**src/rtl/div_pkg.sv**
```systemverilog
// Shared definitions for the restoring divider: controller states, default loop
// sizing and the control-line indices the A/Q/M datapath registers decode.
package div_pkg;

    localparam int ITER_DEF  = 16;
    localparam int CNT_W_DEF = 4;

    // Bit positions of c0..c9 on the datapath control bus (c7 is reserved).
    localparam int C_LD_A    = 0;
    localparam int C_LD_Q    = 1;
    localparam int C_LD_M    = 2;
    localparam int C_A_ADD   = 3;
    localparam int C_SUB_OP  = 4;
    localparam int C_WR_Q0   = 5;
    localparam int C_SHIFT   = 6;
    localparam int C_OUT_A   = 8;
    localparam int C_OUT_Q   = 9;

    typedef enum logic [3:0] {
        S_IDLE,
        S_LD_A,
        S_LD_Q,
        S_LD_M,
        S_SHIFT,
        S_SUB,
        S_TEST,
        S_RESTORE,
        S_OUT_R,
        S_OUT_Q,
        S_DONE
    } div_state_e;

endpackage

```
**src/rtl/div_iter_cnt.sv**
```systemverilog
// Iteration counter for the divider loop: synchronous clear/increment, flags the
// final iteration.
module div_iter_cnt #(
    parameter int ITER  = 16,
    parameter int CNT_W = 4
) (
    input  logic clk,
    input  logic rst_b,
    input  logic clr,
    input  logic inc,
    output logic last
);

    logic [CNT_W-1:0] cnt_q, cnt_d;

    always_comb begin
        cnt_d = cnt_q;
        if (clr)
            cnt_d = '0;
        else if (inc)
            cnt_d = cnt_q + 1'b1;
    end

    always_ff @(posedge clk or negedge rst_b) begin
        if (!rst_b)
            cnt_q <= '0;
        else
            cnt_q <= cnt_d;
    end

    assign last = (cnt_q == CNT_W'(ITER - 1));

endmodule

```
**src/rtl/div_ctrl_unit.sv**
```systemverilog
// Sequencer for the 16-bit unsigned restoring divider datapath.
// Optional divide-by-zero bypass and err flag: define DIV0_CHECK_EN.
module div_ctrl_unit
    import div_pkg::*;
#(
    parameter int ITER  = ITER_DEF,
    parameter int CNT_W = CNT_W_DEF
) (
    input  logic clk,
    input  logic rst_b,
    input  logic start,
    input  logic a_sign,
    input  logic m_zero,
    output logic c0,
    output logic c1,
    output logic c2,
    output logic c3,
    output logic c4,
    output logic c5,
    output logic c6,
    output logic c8,
    output logic c9,
    output logic qbit,
    output logic busy,
    output logic done,
    output logic err
);

`ifdef DIV0_CHECK_EN
    localparam bit DIV0_EN = 1'b1;
`else
    localparam bit DIV0_EN = 1'b0;
`endif

    div_state_e state_q, state_d;
    logic       cnt_clr, cnt_inc, cnt_last;
    logic       err_q, err_d;

    div_iter_cnt #(
        .ITER  (ITER),
        .CNT_W (CNT_W)
    ) u_iter_cnt (
        .clk   (clk),
        .rst_b (rst_b),
        .clr   (cnt_clr),
        .inc   (cnt_inc),
        .last  (cnt_last)
    );

    always_comb begin
        state_d = state_q;
        cnt_clr = 1'b0;
        cnt_inc = 1'b0;
        err_d   = err_q;
        {c0, c1, c2, c3, c4, c5, c6, c8, c9, qbit, done} = '0;
        busy    = 1'b1;

        case (state_q)
            S_IDLE: begin
                busy = 1'b0;
                if (start) begin
                    state_d = S_LD_A;
                    err_d   = 1'b0;
                end
            end
            S_LD_A: begin
                c0      = 1'b1;
                state_d = S_LD_Q;
            end
            S_LD_Q: begin
                c1      = 1'b1;
                state_d = S_LD_M;
            end
            S_LD_M: begin
                c2 = 1'b1;
                // Zero divisor skips the loop so A/Q come out untouched.
                if (DIV0_EN && m_zero) begin
                    state_d = S_OUT_R;
                    err_d   = 1'b1;
                end else begin
                    state_d = S_SHIFT;
                end
            end
            S_SHIFT: begin
                c6      = 1'b1;
                state_d = S_SUB;
            end
            S_SUB: begin
                c3      = 1'b1;
                c4      = 1'b1;
                state_d = S_TEST;
            end
            S_TEST, S_RESTORE: begin
                if (state_q == S_TEST) begin
                    c5   = 1'b1;
                    qbit = ~a_sign;
                end else begin
                    c3 = 1'b1;
                end
                if (state_q == S_TEST && a_sign) begin
                    state_d = S_RESTORE;
                end else if (cnt_last) begin
                    cnt_clr = 1'b1;
                    state_d = S_OUT_R;
                end else begin
                    cnt_inc = 1'b1;
                    state_d = S_SHIFT;
                end
            end
            S_OUT_R: begin
                c8      = 1'b1;
                state_d = S_OUT_Q;
            end
            S_OUT_Q: begin
                c9      = 1'b1;
                state_d = S_DONE;
            end
            S_DONE: begin
                busy    = 1'b0;
                done    = 1'b1;
                state_d = S_IDLE;
            end
            default: begin
                busy    = 1'b0;
                state_d = S_IDLE;
            end
        endcase
    end

    always_ff @(posedge clk or negedge rst_b) begin
        if (!rst_b) begin
            state_q <= S_IDLE;
            err_q   <= 1'b0;
        end else begin
            state_q <= state_d;
            err_q   <= err_d;
        end
    end

    assign err = DIV0_EN & err_q;

endmodule

```
**config.mk**
```make
export PLATFORM = sky130hd
export DESIGN_NAME = div_ctrl_unit
export DESIGN_NICKNAME = d
export VERILOG_FILES = /design/src/rtl/div_pkg.sv /design/src/rtl/div_iter_cnt.sv /design/src/rtl/div_ctrl_unit.sv
export SDC_FILE = /design/constraint.sdc
export NUM_CORES = 1
export LEC_CHECK = 0
export BUFFER_PORTS_ARGS = -buffer_cell sky130_fd_sc_hd__buf_4
export CAP_MARGIN = 0
export CORE_AREA = 2 2 39 41
export CTS_CLUSTER_DIAMETER = 50
export DETAILED_ROUTE_END_ITERATION = 16
export DIE_AREA = 0 0 41 43
export PLACE_DENSITY_LB_ADDON = 0.08
export SETUP_SLACK_MARGIN = 0.15
export SLEW_MARGIN = 20
export SYNTH_ARGS = -nofsm -noshare
export SYNTH_HDL_FRONTEND = slang
export SYNTH_SLANG_ARGS = --single-unit
```
**constraint.sdc**
```tcl
create_clock -name clk -period 2.71 [get_ports clk]
set_input_delay 0.4065 -clock clk [delete_from_list [all_inputs] [get_ports clk]]
set_output_delay 0.4065 -clock clk [all_outputs]
set_load 0.01 [all_outputs]
```
==> flow_metrics.env, run 1 <==
export IMPL_p_total_uw=648.4
export IMPL_crit_path_start_kind="register"
export IMPL_synth_top_cell_area_share_pct=36.87
export IMPL_synth_net_count=64
export IMPL_worstReg2RegStart="state_q[3]"
export IMPL_design_die_area_um2=1763
export IMPL_die_height_um=43
export IMPL_critPathCaptureType="output port"
export IMPL_drtIter0Drc=10
export IMPL_synthCells=58
export IMPL_outcome="finished clean"
export IMPL_topRoutingLayerUsed="met4"
export IMPL_detailedRoute_firstPassIterationCount=4
export IMPL_synthToLayoutAreaGrowth_pct=23.73
export IMPL_grt_use_total_pct=14.98
export IMPL_cell_pwr_density_nw_per_um2=965.0
export IMPL_synth_seq_cells=8
export IMPL_holdCritStartpoint="u_iter_cnt.cnt_q[2]"
export IMPL_p_leak_nw=0.3059
export IMPL_synth_largest_area_cell="sky130_fd_sc_hd__dfrtp_1"
export IMPL_drt_drc_violations_left=0
export IMPL_wl_met2_um=465
export IMPL_finalWirelength_mm=1.035
export IMPL_peakVddDrop_uv=461.0
export IMPL_rows=14
export IMPL_ff_to_ff_end="u_iter_cnt.cnt_q[0]"
export IMPL_cts_setup_buffers=0
export IMPL_worst_hold_path_endpoint="u_iter_cnt.cnt_q[2]"
export IMPL_totalNegativeSetupSlack_ns=0
export IMPL_data_required_time_of_the_worst_path_ns=2.30
export IMPL_grt_start_max_net_pins=17
export IMPL_critical_path_peak_fanout=16
export IMPL_final_max_slew_violation_count=0
export IMPL_final_nets=80
export IMPL_max_cap_violations=0
export IMPL_post_route_cells_drive_above_1_share_pct=33.33
export IMPL_vias_per_cell=5.205
export IMPL_final_period_utilization_pct=68.45
export IMPL_first_global_vias=390
export IMPL_syn_area_per_cell_um2=9.362
export IMPL_final_min_clock_period_ns=1.855
export IMPL_numPortBuffers=15
export IMPL_synth_warnings=0
export IMPL_numCtsBuffers=3
export IMPL_synth_area_leaders="sky130_fd_sc_hd__dfrtp_1 37%, sky130_fd_sc_hd__nor3_1 6.5%, sky130_fd_sc_hd__nand2b_1 5.8%, sky130_fd_sc_hd__mux2_1 4.1%, sky130_fd_sc_hd__nor2_1 4.1%"
export IMPL_ios=18
export IMPL_critical_path_arrival_ns=1.45
export IMPL_start_util_pct=39.24
export IMPL_mappedNetlistArea_um2=543.0
export IMPL_timing_hold_worst_path_depth=1
export IMPL_cts_tree="done"
export IMPL_buffer_levels_on_the_longest_clock_path=2
export IMPL_number_of_antenna_violations_at_the_first_check_in_global_routing=0
export IMPL_synthDistinctLibCells=31
export IMPL_average_wire_per_cell_in_the_routed_design_um=11.76
export IMPL_count_of_final_setup_violators=0
export IMPL_worst_path_max_delay_cell="sky130_fd_sc_hd__dfrtp_1"
export IMPL_place_ws_ns=1.143
export IMPL_max_freq_mhz=539.1
export IMPL_setup_repair_after_global_routing_missed_its_margin="false"
export IMPL_clockRootBuffer="sky130_fd_sc_hd__clkbuf_4"
export IMPL_worst_r2r_path_depth=3
export IMPL_worstHoldPathType="reg -> reg"
export IMPL_grt_pass1_wl_mm=1.697
export IMPL_insertion_delay_ns=0.26
export IMPL_cpPeakStageDelay_ns=0.65
export IMPL_timing_final_hold_violations=0
export IMPL_final_critical_path_setup_slack_ns=0.8551
export IMPL_met1Wirelength_um=481
export IMPL_place_gp_congestion=0.7286
export IMPL_final_antenna_net_count=0
export IMPL_overflow=0
export IMPL_finClkSkew_ns=0.009133
export IMPL_wl_met3_um=75
export IMPL_route_vias_total=458
export IMPL_gate_family_responsible_for_the_most_delay_along_the_worst_path="flip-flops"
export IMPL_clock_h_tree_levels=1
export IMPL_yosysSeqAreaShare_pct=36.87
export IMPL_hpwlAfterDp_um=746.8
export IMPL_floorplan_die_width_um=41
export IMPL_cp_bufs_invs=1
export IMPL_fp_coreArea_um2=1384
export IMPL_worstSetupPathType="reg -> out"
export IMPL_antenna_cells=0
export IMPL_ff2ff_setup_slack_ns=1.26
export IMPL_cts_clk_slew_worst_paths_ns=0.06
export IMPL_path_cells="nand2b_1 -> nor3_1 -> buf_4"
export IMPL_cts_sinks=8
==> worst register-to-register path: cells and delay by family, from the launching register on <==
family	cells	cell delay [ns]
mux	1	0.33
flops	1	0.58
simple gates	2	0.42
==> state kept, by name, indices dropped and copies added (netlist names) <==
name              cells
u_iter_cnt.cnt_q      4
state_q               4
==> power by group <==
part | internal (mW) | switching [mW]
sequential | 0.170 | 0.0899
clock | 0.0507 | 0.0405
combinational | 0.164 | 0.133
==> synth_stat cells, drive strengths merged <==
library cell  count
o2111ai           1
nand3             1
nor2              6
nor3              7
a21oi             1
buf               5
ha                1
and4              1
o21a              1
and2b             1
o22ai             1
nor4              2
dfrtp             8
a21o              1
a2111oi           1
nand2             1
conb              1
and3              2
mux2              2
nand2b            6
o21ai             1
and2              2
nand4             2
inv               1
xnor2             1
o2bb2ai           1
==> cell families after synthesis <==
family / after synthesis / share of synthesized area, %
XOR/XNOR: 1 / 1.613
buffers and inverters: 6 / 7.372
AO/OA/AOI/OAI: 8 / 11.75
AND/OR/NAND/NOR: 31 / 35.25
other: 1 / 0.6906
adder cells (fa/ha/maj): 1 / 2.304
multiplexers: 2 / 4.147
flip-flops: 8 / 36.87
==> routing by layer <==
| metal | vias to the layer above | global-route usage (%) |
|---|---|---|
| met5 | - | 0 |
| met4 | 0 | 6.000 |
| met3 | 3 | 7.853 |
| met2 | 13 | 19.38 |
| met1 | 205 | 20.61 |
| li1 | 237 | - |
==> final cells by class <==
cell class | count | area (um^2)
flip-flops and latches | 8 | 200.2
clock buffers | 3 | 22.52
inverters | 1 | 3.754
repair buffers | 16 | 122.6
multi-input cells | 44 | 302.8
well taps | 16 | 20.02
fillers | 137 | 711.9
==> how the worst max path moves through the flow <==
stage / startpoint / endpoint / cells past startpoint
detailed placement: state_q[1] / c1 / 3
floorplan: state_q[3] / qbit / 3
global route: state_q[1] / c1 / 3
CTS: state_q[1] / c1 / 3
finish: state_q[1] / qbit / 3
global placement: state_q[1] / qbit / 3
==> cell usage in the layout (no fill, tap or decap) <==
cell / Yosys / final
sky130_fd_sc_hd__buf_4: 2 / 15
sky130_fd_sc_hd__dfrtp_1: 8 / 8
sky130_fd_sc_hd__nor3_1: 7 / 7
sky130_fd_sc_hd__nor2_1: 6 / 6
sky130_fd_sc_hd__nand2b_1: 5 / 5
sky130_fd_sc_hd__clkbuf_4: 0 / 3
sky130_fd_sc_hd__nand4_1: 2 / 2
sky130_fd_sc_hd__mux2_1: 2 / 2
sky130_fd_sc_hd__and3_1: 2 / 2
sky130_fd_sc_hd__nand2_1: 1 / 1
sky130_fd_sc_hd__and2b_2: 1 / 1
sky130_fd_sc_hd__and2_1: 1 / 1
sky130_fd_sc_hd__o21a_1: 1 / 1
sky130_fd_sc_hd__nor4_1: 1 / 1
sky130_fd_sc_hd__nand2b_4: 1 / 1
sky130_fd_sc_hd__xnor2_1: 1 / 1
sky130_fd_sc_hd__nand3_2: 1 / 1
sky130_fd_sc_hd__o21ai_0: 1 / 1
sky130_fd_sc_hd__inv_1: 1 / 1
sky130_fd_sc_hd__a21o_1: 1 / 1
sky130_fd_sc_hd__nor4_2: 1 / 1
sky130_fd_sc_hd__and2_2: 1 / 1
sky130_fd_sc_hd__a2111oi_2: 1 / 1
sky130_fd_sc_hd__o2111ai_1: 1 / 1
sky130_fd_sc_hd__o2bb2ai_1: 1 / 1
sky130_fd_sc_hd__and4_1: 1 / 1
sky130_fd_sc_hd__a21oi_1: 1 / 1
sky130_fd_sc_hd__o22ai_1: 1 / 1
sky130_fd_sc_hd__ha_1: 1 / 1
sky130_fd_sc_hd__conb_1: 1 / 1
sky130_fd_sc_hd__dlygate4sd3_1: 0 / 1
==> timing repair <==
action                                 4_1_cts  5_1_grt
endpoints found under the hold margin        8        0
hold buffers                                 1        0
gates resized for setup                      0        0
==> through the flow <==
step | cell area [um^2] | hold slack (ns) | std cells | utilization, %
after global placement | 639.4 | 0.2307 | 84 | 46.20
after CTS | 671.9 | 0.4905 | 88 | 48.55
final | 671.9 | 0.4858 | 88 | 48.55
after detailed placement | 639.4 | 0.2287 | 84 | 46.20
after floorplan | 543.0 | 0.1109 | 58 | -
after global routing | 671.9 | 0.5095 | 88 | 48.55
Note: power is estimated with default switching activity, not from simulation.
==> inputs of run 2 (changes only) <==
--- a/config.mk
+++ b/config.mk
@@ -5,12 +5,13 @@
 export SDC_FILE = /design/constraint.sdc
 export NUM_CORES = 1
 export LEC_CHECK = 0
+export ABC_AREA = 1
 export BUFFER_PORTS_ARGS = -buffer_cell sky130_fd_sc_hd__buf_4
 export CAP_MARGIN = 0
-export CORE_AREA = 2 2 39 41
+export CORE_MARGIN = 2
+export CORE_UTILIZATION = 43
 export CTS_CLUSTER_DIAMETER = 50
 export DETAILED_ROUTE_END_ITERATION = 16
-export DIE_AREA = 0 0 41 43
 export PLACE_DENSITY_LB_ADDON = 0.08
 export SETUP_SLACK_MARGIN = 0.15
 export SLEW_MARGIN = 20
==> constraint.sdc (replaced) <==
create_clock -name clk -period 1.7 [get_ports clk]
set_input_delay 0.255 -clock clk [delete_from_list [all_inputs] [get_ports clk]]
set_output_delay 0.255 -clock clk [all_outputs]
set_load 0.01 [all_outputs]
==> run 2 against run 1 <==
  * Critical path depth is 2 higher
  * Hold slack worse by 0.25 ns
  * Global-route usage is 2.9 points higher
  * Combinational power grew to 2.5 times the previous value
  * Flip-flop and latch count is the same
  * Non-clock buffer count is 1 higher
  * Register-to-register slack got worse by 0.77 ns
  * Via count up 19%
  * Cell count up 28%
==> flow_metrics.env, run 2 <==
export IMPL_gate_family_responsible_for_the_most_delay_along_the_worst_path="flip-flops"
export IMPL_overflow=0
export IMPL_post_place_cells=108
export IMPL_yosysSeqAreaShare_pct=35.71
export IMPL_path_cells="inv_2 -> nor2_4 -> nand2_1 -> nor2_1 -> buf_4"
export IMPL_final_min_clock_period_ns=1.512
export IMPL_timing_final_hold_violations=0
export IMPL_insertion_delay_ns=0.26
export IMPL_worstHoldPathType="in -> reg"
export IMPL_dpl_cell_area_um2=684.4
export IMPL_most_frequent_standard_cell_in_the_layout_excluding_fill_and_tap_cells="sky130_fd_sc_hd__nand2_1"
export IMPL_number_of_antenna_violations_at_the_first_check_in_global_routing=0
export IMPL_clockRootBuffer="sky130_fd_sc_hd__clkbuf_4"
export IMPL_cts_sinks=8
export IMPL_antenna_cells=0
export IMPL_drtIter0Drc=13
export IMPL_fp_coreArea_um2=1252
export IMPL_vias_per_cell=4.841
export IMPL_place_gp_congestion=0.8085
export IMPL_mappedNetlistArea_um2=560.5
export IMPL_start_util_pct=44.76
export IMPL_layout_cells_most_common_list="17 x sky130_fd_sc_hd__nand2_1, 14 x sky130_fd_sc_hd__buf_4, 13 x sky130_fd_sc_hd__inv_1, 7 x sky130_fd_sc_hd__nor2_1, 7 x sky130_fd_sc_hd__nand3_1"
export IMPL_synthToLayoutAreaGrowth_pct=35.94
export IMPL_detailedRoute_firstPassIterationCount=4
export IMPL_route_vias_total=547
export IMPL_numPortBuffers=15
export IMPL_clock_h_tree_levels=1
export IMPL_stdcell_count=113
export IMPL_proportion_of_register_bits_with_asynchronous_set_or_reset_after_synthesis_pct=100.0
export IMPL_synth_edff_count=0
export IMPL_outcome="finished clean"
export IMPL_finClkSkew_ns=0.003213
export IMPL_hpwlAfterDp_um=885.9
export IMPL_synth_area_mux_share_pct=0
export IMPL_final_nets=106
export IMPL_synth_warnings=0
export IMPL_syn_area_per_cell_um2=7.095
export IMPL_average_wire_per_cell_in_the_routed_design_um=10.38
export IMPL_cts_clk_slew_worst_paths_ns=0.06
export IMPL_grt_pass1_wl_mm=1.794
export IMPL_rows=13
export IMPL_cpPeakStageDelay_ns=0.47
export IMPL_critical_path_peak_fanout=6
export IMPL_post_route_cells_drive_above_1_share_pct=36.73
export IMPL_ios=18
export IMPL_max_freq_mhz=661.3
export IMPL_synth_area_leaders="sky130_fd_sc_hd__dfrtp_1 36%, sky130_fd_sc_hd__nand2_1 12%, sky130_fd_sc_hd__inv_1 9.4%, sky130_fd_sc_hd__nand3_1 6.3%, sky130_fd_sc_hd__nor2_1 6.0%"
export IMPL_combinational_family_with_the_most_area_after_synthesis="simple AND/OR/NAND/NOR gates"
export IMPL_grt_use_total_pct=17.84
export IMPL_synthDistinctLibCells=20
export IMPL_crit_path_start_kind="register"
export IMPL_critPathCaptureType="output port"
export IMPL_final_period_utilization_pct=88.96
export IMPL_final_max_slew_violation_count=0
export IMPL_finalCoreUtilization_pct=60.84
export IMPL_data_required_time_of_the_worst_path_ns=1.44
export IMPL_stdcell_area_um2=762.0
export IMPL_cell_pwr_density_nw_per_um2=1715
export IMPL_yosys_area_share_adder_pct=2.232
export IMPL_p_leak_nw=0.4231
export IMPL_design_die_area_um2=1608
export IMPL_final_antenna_net_count=0
export IMPL_largest_registers_ranked_by_flip_flop_count="state_q: 4 flops, u_iter_cnt.cnt_q: 4 flops"
export IMPL_grt_start_max_net_pins=9
export IMPL_synth_simple_area_share_pct=44.20
export IMPL_yosys_most_used_dff="sky130_fd_sc_hd__dfrtp_1"
export IMPL_synth_top_cells_by_count="18 x sky130_fd_sc_hd__nand2_1, 14 x sky130_fd_sc_hd__inv_1, 9 x sky130_fd_sc_hd__nor2_1"
export IMPL_max_cap_violations=0
export IMPL_count_of_final_setup_violators=0
export IMPL_floorplan_die_width_um=40.11
export IMPL_synth_largest_area_cell="sky130_fd_sc_hd__dfrtp_1"
export IMPL_cts_tree="done"
export IMPL_p_total_mw=1.307
export IMPL_synth_net_count=85
export IMPL_synth_seq_cells=8
export IMPL_setup_repair_after_global_routing_missed_its_margin="true"
export IMPL_totalNegativeSetupSlack_ns=0
export IMPL_worst_path_max_delay_cell="sky130_fd_sc_hd__dfrtp_2"
export IMPL_finalWirelength_mm=1.173
export IMPL_die_height_um=40.11
export IMPL_synthesized_area_fraction_occupied_by_ao_oa_aoi_and_oai_cells_pct=3.571
export IMPL_cp_bufs_invs=2
export IMPL_critical_path_arrival_ns=1.26
export IMPL_worstSetupPathType="reg -> out"
export IMPL_buffer_levels_on_the_longest_clock_path=2
export IMPL_xor_and_xnor_area_share_after_synthesis_pct=1.563
export IMPL_peakVddDrop_uv=817.8
export IMPL_synthCells=79
export IMPL_synthMostInstantiatedCell="sky130_fd_sc_hd__nand2_1"
export IMPL_numCtsBuffers=3
export IMPL_synth_top_cell_area_share_pct=35.71
export IMPL_drt_drc_violations_left=0
export IMPL_first_global_vias=426
## run 2: cell count changes after synthesis, sizes merged, moves of 3 or more
cell	change
nand2	+18
inv	+15
nand3	+7
nand2b	-6
nor2	+6
nor3	-5
buf	-4
o21ai	+3
## run 2: routing by layer
metal | vias to the layer above | wire (um) | global-route usage (%)
met4 | 0 | 11 | 5.172
met1 | 243 | 562 | 23.73
met2 | 12 | 524 | 24.19
met5 | - | 0 | 0
li1 | 288 | - | -
met3 | 4 | 74 | 10.00
## run 2: cells by family after synthesis
logic type,after synthesis
flip-flops,8
buffers and inverters,17
XOR/XNOR,1
AO/OA/AOI/OAI,4
adder cells (fa/ha/maj),1
AND/OR/NAND/NOR,47
other,1
## run 2: worst register-to-register path, cell delays in order (launching register included)
cell	delay, ns
sky130_fd_sc_hd__dfrtp_2	0.47
sky130_fd_sc_hd__inv_2	0.10
sky130_fd_sc_hd__nor2_4	0.13
sky130_fd_sc_hd__nand3_4	0.15
sky130_fd_sc_hd__nand2_4	0.12
sky130_fd_sc_hd__nand2_1	0.05
sky130_fd_sc_hd__nand2_1	0.05
sky130_fd_sc_hd__inv_1	0.03
## run 2: stage by stage
step	setup WS (ns)	hold slack, ns
3_5_place_dp	0.3522	0.07780
6_report	0.1877	0.2345
5_1_grt	0.1081	0.2499
4_1_cts	0.1438	0.2346
3_3_place_gp	0.3965	0.07969
2_1_floorplan	0.5316	-0.04059
## run 2: final timing paths
kind                            depth (start not counted)                  end           startpoint  slack (ns)
max in group asynchronous                               2           state_q[1]                rst_b        1.20
worst min-delay path                                    3           state_q[0]                start        0.23
worst min register to register                          2  u_iter_cnt.cnt_q[1]  u_iter_cnt.cnt_q[1]        0.53
min in group asynchronous                               2  u_iter_cnt.cnt_q[2]                rst_b        0.35
worst max register to register                          7  u_iter_cnt.cnt_q[0]           state_q[1]        0.49
worst max-delay path                                    5                 qbit           state_q[1]        0.19
## run 2: where the power goes
group	switching [mW]	leakage, nW	internal, mW
clock	0.0661	0.0138	0.0809
sequential	0.139	0.0925	0.278
combinational	0.408	0.317	0.335
## run 2: area by class of cell
cell class | count | area (um^2)
tap | 15 | 18.77
sequential | 8 | 205.2
multi-input combinational | 54 | 317.8
fill | 122 | 490.5
clock buffer | 3 | 22.52
timing repair buffer | 17 | 137.6
inverter | 16 | 60.06
## run 2: timing repair
item / 4_1_cts / 5_1_grt
hold endpoints to repair: 8 / 0
setup endpoints to repair: 3 / 9
hold buffers: 1 / 0
pin swaps: 0 / 2
buffers inserted: 1 / 0
resized for setup: 3 / 12
==> inputs of run 3 (changes only) <==
--- a/config.mk
+++ b/config.mk
@@ -5,13 +5,12 @@
 export SDC_FILE = /design/constraint.sdc
 export NUM_CORES = 1
 export LEC_CHECK = 0
-export ABC_AREA = 1
 export BUFFER_PORTS_ARGS = -buffer_cell sky130_fd_sc_hd__buf_4
 export CAP_MARGIN = 0
-export CORE_MARGIN = 2
-export CORE_UTILIZATION = 43
+export CORE_AREA = 2 2 39 41
 export CTS_CLUSTER_DIAMETER = 50
 export DETAILED_ROUTE_END_ITERATION = 16
+export DIE_AREA = 0 0 41 43
 export PLACE_DENSITY_LB_ADDON = 0.08
 export SETUP_SLACK_MARGIN = 0.15
 export SLEW_MARGIN = 20
==> constraint.sdc (replaced) <==
create_clock -name clk -period 1.67 [get_ports clk]
set_input_delay 0.2505 -clock clk [delete_from_list [all_inputs] [get_ports clk]]
set_output_delay 0.2505 -clock clk [all_outputs]
set_load 0.01 [all_outputs]
==> run 3 against run 2 <==
  * Cell count is 9.7% lower
  * Sequential share of layout area is 1.5 points lower
  * Routed wire length is 3.8% higher
  * Non-clock buffer count is 13 higher
  * Flip-flop and latch count stayed put
  * Worst setup slack worse by 0.0034 ns
  * Critical endpoint is now c0
==> flow_metrics.env, run 3 (synthesis results as in run 1) <==
export IMPL_hpwlAfterDp_um=762.9
export IMPL_crit_path_start_kind="register"
export IMPL_ios=18
export IMPL_route_vias_total=511
export IMPL_p_leak_nw=0.3773
export IMPL_most_used_routing_layer="met2"
export IMPL_final_nets=94
export IMPL_timing_final_hold_violations=0
export IMPL_grt_use_total_pct=17.94
export IMPL_worstHoldPathType="in -> async"
export IMPL_critical_path_peak_fanout=8
export IMPL_final_min_clock_period_ns=1.486
export IMPL_groute_layer_met2_usage_pct=26.88
export IMPL_drt_drc_violations_left=0
export IMPL_fp_coreArea_um2=1384
export IMPL_design_die_area_um2=1763
export IMPL_multi_input_combinational_cell_area_um2=329.1
export IMPL_max_cap_violations=0
export IMPL_totalNegativeSetupSlack_ns=0
export IMPL_peakVddDrop_uv=875.7
export IMPL_data_required_time_of_the_worst_path_ns=1.42
export IMPL_post_place_cells=85
export IMPL_outcome="finished clean"
export IMPL_drtIter0Drc=9
export IMPL_largest_registers_ranked_by_flip_flop_count="state_q: 4 flops, u_iter_cnt.cnt_q: 4 flops"
export IMPL_die_height_um=43
export IMPL_floorplan_die_width_um=41
export IMPL_grt_met1_usage_pct=22.30
export IMPL_synthToLayoutAreaGrowth_pct=48.85
export IMPL_start_util_pct=39.24
export IMPL_fillerInstances=123
export IMPL_numPortBuffers=15
export IMPL_antenna_cells=0
export IMPL_met3_track_demand_over_resource_pct=7.853
export IMPL_buffer_levels_on_the_longest_clock_path=2
export IMPL_rows=14
export IMPL_count_of_final_setup_violators=0
export IMPL_overflow=0
export IMPL_max_freq_mhz=673.1
export IMPL_average_wire_per_cell_in_the_routed_design_um=11.94
export IMPL_finalWirelength_mm=1.218
export IMPL_grt_start_max_net_pins=11
export IMPL_layout_cells_most_common_list="29 x sky130_fd_sc_hd__buf_4, 6 x sky130_fd_sc_hd__nor3_1, 6 x sky130_fd_sc_hd__nor2_1, 4 x sky130_fd_sc_hd__dfrtp_2, 4 x sky130_fd_sc_hd__dfrtp_1"
export IMPL_clock_h_tree_levels=1
export IMPL_stdcell_count=102
export IMPL_critPathCaptureType="output port"
export IMPL_setup_repair_after_global_routing_missed_its_margin="true"
export IMPL_finClkSkew_ns=0.01193
export IMPL_most_frequent_standard_cell_in_the_layout_excluding_fill_and_tap_cells="sky130_fd_sc_hd__buf_4"
export IMPL_cell_pwr_density_nw_per_um2=1584
export IMPL_first_global_vias=482
export IMPL_final_period_utilization_pct=88.96
export IMPL_numCtsBuffers=3
export IMPL_detailedRoute_firstPassIterationCount=3
export IMPL_cts_clk_slew_worst_paths_ns=0.06
export IMPL_final_antenna_net_count=0
export IMPL_insertion_delay_ns=0.26
export IMPL_clockRootBuffer="sky130_fd_sc_hd__clkbuf_4"
export IMPL_grt_pass1_wl_mm=2.083
export IMPL_cts_sinks=8
export IMPL_post_route_cells_drive_above_1_share_pct=53.49
export IMPL_number_of_antenna_violations_at_the_first_check_in_global_routing=0
export IMPL_final_max_slew_violation_count=0
export IMPL_critical_path_arrival_ns=1.24
export IMPL_vias_per_cell=5.010
export IMPL_ff_latch_area_um2=205.2
export IMPL_cts_tree="done"
export IMPL_worstSetupPathType="reg -> out"
export IMPL_place_gp_congestion=0.7770
[run 3: changes by cell type in the layout (fill, tap and decap cells not counted), moves of 3 or more]
cell / delta
sky130_fd_sc_hd__buf_4: +15
sky130_fd_sc_hd__inv_1: -12
sky130_fd_sc_hd__inv_2: -3
sky130_fd_sc_hd__nand2_1: -16
sky130_fd_sc_hd__nand2b_1: +3
sky130_fd_sc_hd__nand2b_4: +3
sky130_fd_sc_hd__nand3_1: -7
sky130_fd_sc_hd__nor2_4: -5
sky130_fd_sc_hd__nor3_1: +5
[run 3: final cells by class]
cell class	instances	share of cell area [%]
clock buffer	3	2.786
sequential	8	25.39
multi-input combinational	44	40.71
tap	16	2.477
timing repair buffer	30	28.17
inverter	1	0.4644
[run 3: layer usage]
| metal | up-vias | wire, um |
|---|---|---|
| met4 | 0 | 9 |
| met1 | 234 | 564 |
| met3 | 2 | 76 |
| li1 | 264 | - |
| met2 | 11 | 568 |
| met5 | - | 0 |
[run 3: repair_timing]
item	in CTS	in global routing
setup endpoints to repair	10	6
gates resized for setup	5	3
cloned	0	0
setup buffers	10	3
endpoints found under the hold margin	8	0
pin swaps	0	0
hold buffers	1	0
[run 3: power breakdown]
part | leakage [nW] | internal [mW] | switching [mW]
Sequential | 0.0910 | 0.284 | 0.111
Combinational | 0.272 | 0.420 | 0.317
Clock | 0.0138 | 0.0822 | 0.0658
[run 3: path summary, 6_finish.rpt]
path,slack [ns],cells after the start,from,end
max in group asynchronous,1.18,2,rst_b,state_q[2]
worst max-delay path,0.18,3,state_q[1],c0
min in group clk,0.37,4,a_sign,state_q[3]
worst min-delay path,0.34,2,rst_b,state_q[0]
worst max register to register,0.31,4,state_q[3],u_iter_cnt.cnt_q[0]
worst min register to register,0.48,1,u_iter_cnt.cnt_q[2],u_iter_cnt.cnt_q[2]
[run 3: critical path: stages (launching register included)]
cell and delay, ns:
sky130_fd_sc_hd__dfrtp_2 0.46, sky130_fd_sc_hd__nand2b_1 0.22, sky130_fd_sc_hd__nor3_1 0.15, sky130_fd_sc_hd__buf_4 0.15
[run 3: metrics by stage]
| step | power (mW) | util, % | area (um^2) | worst slack (ns) | hold slack, ns |
|---|---|---|---|---|---|
| floorplan | 0.7643 | - | 543.0 | 0.4119 | -0.04509 |
| global placement | 0.9318 | 46.75 | 646.9 | 0.2604 | 0.07464 |
| detailed placement | 0.9313 | 46.75 | 646.9 | 0.2570 | 0.07369 |
| CTS | 1.215 | 55.43 | 767.0 | 0.1645 | 0.3392 |
| global route | 1.390 | 58.41 | 808.3 | 0.1151 | 0.3556 |
| finish | 1.281 | 58.41 | 808.3 | 0.1843 | 0.3419 |
